<file path="config.mk">
export PLATFORM = sky130hd
export DESIGN_NAME = nucleotide_stream_packer
export DESIGN_NICKNAME = d
export VERILOG_FILES = /design/src/rtl/nucleotide_stream_packer.sv
export SDC_FILE = /design/constraint.sdc
export NUM_CORES = 1
export LEC_CHECK = 0
export ABC_AREA = 1
export CORE_MARGIN = 2
export CORE_UTILIZATION = 54
export DETAILED_ROUTE_END_ITERATION = 6
export GPL_ROUTABILITY_DRIVEN = 0
export HOLD_SLACK_MARGIN = 0.08
export PLACE_DENSITY_LB_ADDON = 0.1
export SYNTH_ARGS = -nofsm -noshare
export SYNTH_HDL_FRONTEND = slang
export SYNTH_SLANG_ARGS = --single-unit
</file>
<file path="constraint.sdc">
create_clock -name Clk -period 5.69 [get_ports Clk]
set_clock_uncertainty 0.2 [all_clocks]
set_input_delay 0.8535 -clock Clk [delete_from_list [all_inputs] [get_ports Clk]]
set_output_delay 0.8535 -clock Clk [all_outputs]
set_load 0.01 [all_outputs]
</file>
<file path="src/rtl/nucleotide_stream_packer.sv">
// Streaming 2-bit nucleotide packer: ASCII bases in, left-justified packed words out.
// Optional build macro LOWERCASE_BASES_EN makes a/c/g/t encode like A/C/G/T.
module nucleotide_stream_packer #(
  parameter int BASES_PER_WORD = 4,
  parameter int CNT_W          = 3,
  parameter int TOT_W          = 32
) (
  input  logic                        Clk,
  input  logic                        Rst_n,
  input  logic [7:0]                  In_data,
  input  logic                        In_valid,
  input  logic                        In_last,
  output logic                        In_ready,
  output logic [2*BASES_PER_WORD-1:0] Out_data,
  output logic [CNT_W-1:0]            Out_count,
  output logic                        Out_last,
  output logic                        Out_err,
  output logic                        Out_valid,
  input  logic                        Out_ready,
  output logic [TOT_W-1:0]            Base_total
);

  localparam int N = BASES_PER_WORD;
  localparam int W = 2 * BASES_PER_WORD;
  localparam logic [CNT_W-1:0] LAST_FILL = CNT_W'(N - 1);

  logic [W-1:0]     acc_reg;
  logic [CNT_W-1:0] fill_reg;
  logic             acc_err_reg;
  logic [W-1:0]     data_reg;
  logic [CNT_W-1:0] count_reg;
  logic             last_reg;
  logic             err_reg;
  logic             valid_reg;
  logic [TOT_W-1:0] total_reg;

  logic [1:0]   code;
  logic         code_err;
  logic         accept;
  logic         complete;
  logic [W-1:0] shifted;
  logic [W-1:0] justified;

  always_comb begin
    code     = 2'b00;
    code_err = 1'b0;
    case (In_data)
      8'h41: code = 2'b00;
      8'h43: code = 2'b01;
      8'h47: code = 2'b10;
      8'h54: code = 2'b11;
`ifdef LOWERCASE_BASES_EN
      8'h61: code = 2'b00;
      8'h63: code = 2'b01;
      8'h67: code = 2'b10;
      8'h74: code = 2'b11;
`endif
      default: code_err = 1'b1;
    endcase
  end

  assign In_ready = !valid_reg || Out_ready;
  assign accept   = In_valid && In_ready;
  assign complete = accept && ((fill_reg == LAST_FILL) || In_last);
  assign shifted  = {acc_reg[W-3:0], code};

  // Upper pairs of the accumulator are always zero, so shifting left pads the tail with 00.
  always_comb begin
    justified = shifted << (2 * (N - 1 - int'(fill_reg)));
  end

  always_ff @(posedge Clk or negedge Rst_n) begin
    if (!Rst_n) begin
      acc_reg     <= '0;
      fill_reg    <= '0;
      acc_err_reg <= 1'b0;
      data_reg    <= '0;
      count_reg   <= '0;
      last_reg    <= 1'b0;
      err_reg     <= 1'b0;
      valid_reg   <= 1'b0;
      total_reg   <= '0;
    end else begin
      if (accept) begin
        if (complete) begin
          acc_reg     <= '0;
          fill_reg    <= '0;
          acc_err_reg <= 1'b0;
        end else begin
          acc_reg     <= shifted;
          fill_reg    <= fill_reg + CNT_W'(1);
          acc_err_reg <= acc_err_reg | code_err;
        end
        if (total_reg != '1) begin
          total_reg <= total_reg + TOT_W'(1);
        end
      end
      // A completing word reloads the output even when the previous one is leaving this edge.
      if (complete) begin
        data_reg  <= justified;
        count_reg <= fill_reg + CNT_W'(1);
        last_reg  <= In_last;
        err_reg   <= acc_err_reg | code_err;
        valid_reg <= 1'b1;
      end else if (valid_reg && Out_ready) begin
        valid_reg <= 1'b0;
      end
    end
  end

  assign Out_data   = data_reg;
  assign Out_count  = count_reg;
  assign Out_last   = last_reg;
  assign Out_err    = err_reg;
  assign Out_valid  = valid_reg;
  assign Base_total = total_reg;

endmodule

</file>
==> metrics.txt <==
run status completed; Main synth FF type dfrtp_1; Least-Margin Pin Slew 0.7023 ns; Worst EP required 4.64 ns; row cnt 28; Net Sw Power 327.4 uW; gr usage total 0.2563; post-layout util 0.6790; count leader, synth nand2_1; Final Hold Fails 0; vias per cell 5.152; first-pass GRT wire length 13420 um; Fill cells 523; slowest CP cell clkdlybuf4s50_1; Seq/Total Area, Yosys 0.4250; pwr dens 248.4 nW/um^2; Post-CTS Hold Fix Bufs 0; dpl hpwl 6020 um; multi-input logic area 1690 sq um; drt wl/cell 12.91 um; f_max 0.3306 GHz; PortBufs 59; Total Die Area 6746 sq um; unique cell type count in the Yosys netlist 25; Mean Syn Cell Area 6.883 sq um; Fin Hold WS 0.2870 ns; DRT Wirelength 7913 um; Yosys warnings 0; Setup Fix Bufs, Post-CTS 0; largest net degree at the start of global routing 57; post-synth top area share 0.4250; CP top delay family buffers and inverters; core area 5921 sq um; Yosys reg bits 56; Max-cap violations 0; Clock Power Share 0.235; Flop pwr share 0.497; starting density of the core 0.5568; Rel. slew slack 0.5318; Synth area leaders dfrtp_1, nand2_1, nor2_1; Synth async-reset ratio 1.000; fin crit period 3.025 ns; Residual DRC 0; share of cells above drive strength 1 0.04089; Max Slew Vio Count 0; Post-Synthesis Cell Area 3297 sq um; period utilisation layout 0.5316; Post-DRT Antenna Nets 0; number of flops mapped to enable cells by yosys 0; diode count 0; Reg clk slew, reported paths 0.10 ns; CTS buffer count 5; sw frac 0.3278; I/O pin count 60; P_int 671.2 uW; crit path buf inv count 3; Die Y 82.14 um; Setup CP Type in -> out; DRT Pass-1 Iters 5; Setup crit start kind input pin; CTS max path bufs 2; net count after synthesis 495; RSZ-0062 raised after global routing no; Yosys top cell by area dfrtp_1; final total power 998.6 uW; initial antenna violation count 0; DR vias 3158; Leak 1.836 nW; NumNets Final 553; maximum VDD drop 151.3 uV; Register Area 1401 sq um; total grt overflow 0; max reg flops 32; WP data arrival 1.97 ns; top cells by count, synth nand2_1, nor2_1, dfrtp_1, inv_1, nand3_1; worst hold path type reg -> reg; combinational share of power 0.268; vias in the first global route 3047; starting DRC count in detailed routing 210; most frequent CP cell clkdlybuf4s50_1; Critical Path Max Stage Delay 0.55 ns; CTS tree yes; P&R area growth vs syn 21.94%; CTS sink count 56; worst path cell trace clkdlybuf4s50_1 > inv_1 > nand2_1 > clkdlybuf4s50_1; Syn Inst Count 479; Die W 82.14 um; CTS H-tree lvls 2; Crit Path Max Fanout 3; CTS-repair resized insts 0; critical path endpoint category output pin; Finish-stage setup viols 0; clock root buffer clkbuf_8; Setup TNS 0 ns; clock latency on the worst-skew pair 0.31 ns
-- layout by cell type, fill, tap and decap left out --
| cell | count |
|---|---|
| nand2_1 | 224 |
| clkdlybuf4s50_1 | 58 |
| nor2_1 | 57 |
| dfrtp_1 | 56 |
| inv_1 | 34 |
| nand3_1 | 21 |
| nand3b_1 | 14 |
| o21ai_0 | 10 |
| o21ai_1 | 9 |
| xnor2_1 | 9 |
| o22ai_1 | 7 |
| xor2_1 | 7 |
| clkbuf_8 | 6 |
| nor2_2 | 3 |
| a21oi_1 | 3 |
| nand2_2 | 3 |
| nor2_4 | 3 |
| ha_1 | 3 |
| clkinv_1 | 2 |
| inv_2 | 1 |
| nand2_4 | 1 |
| inv_4 | 1 |
| nor3_1 | 1 |
| nand4_1 | 1 |
| clkinv_2 | 1 |
| inv_6 | 1 |
| buf_2 | 1 |
| buf_4 | 1 |
-- routing by layer --
metal | vias up | track usage | wire length (um)
met1 | 1464 | 0.3100 | 3332
met3 | 12 | 0.05109 | 399
met5 | - | 0 | 0
li1 | 1602 | - | -
met4 | 0 | 0.07833 | 132
met2 | 80 | 0.4593 | 4049
-- power by group through the flow --
stage	combinational [mW]	clock [mW]	sequential, mW
2_1_floorplan	0.128	0	0.511
3_3_place_gp	0.261	0	0.501
3_5_place_dp	0.270	0	0.502
4_1_cts	0.270	0.241	0.495
5_1_grt	0.296	0.256	0.504
6_report	0.268	0.234	0.496
-- layout make-up --
cell class	instances	share of cell area
repair buffers	60	0.1475
clock buffers	6	0.02054
clock inverters	2	0.003424
inverters	38	0.03610
well taps	75	0.02334
flip-flops and latches	56	0.3486
multi-input cells	376	0.4205
-- cells by family (layout without fill, tap and decap cells) --
kind of cell               count (synthesis)  after routing  synth area share
buffers and inverters                     47            106           0.06224
adders and majority gates                  3              3           0.01139
xor gates and xnor gates                  16             16           0.04251
AOI/OAI and AO/OA                         29             29           0.04668
DFF                                       56             56            0.4250
and+or+nand+nor                          328            328            0.4121
-- path summary, 6_finish.rpt --
check / startpoint / end / slack [ns] / cells past startpoint
setup reg to reg: Base_total[0] / Base_total[20] / 3.31 / 10
min in group asynchronous: Rst_n / Base_total[10] / 0.46 / 2
setup / recovery: Out_ready / In_ready / 2.67 / 4
max in group asynchronous: Rst_n / Out_count[0] / 4.35 / 2
hold reg to reg: Out_last / Out_last / 0.29 / 2
hold / removal: Out_last / Out_last / 0.29 / 2
-- stage by stage --
stage	cells	instance area, sq um	setup WS (ns)
6_report	613	4020	2.665
4_1_cts	613	4020	2.662
3_3_place_gp	605	3924	2.678
2_1_floorplan	479	3297	3.555
5_1_grt	613	4020	2.626
3_5_place_dp	605	3924	2.647
-- worst reg2reg max path: cells and delay by family (launching register included) --
family,cells,cell delay [ns]
adders and majority gates,1,0.30
and+or+nand+nor,7,1.03
buffers and inverters,2,0.27
DFF,1,0.47
No activity file was read; power rests on OpenSTA's default activity.
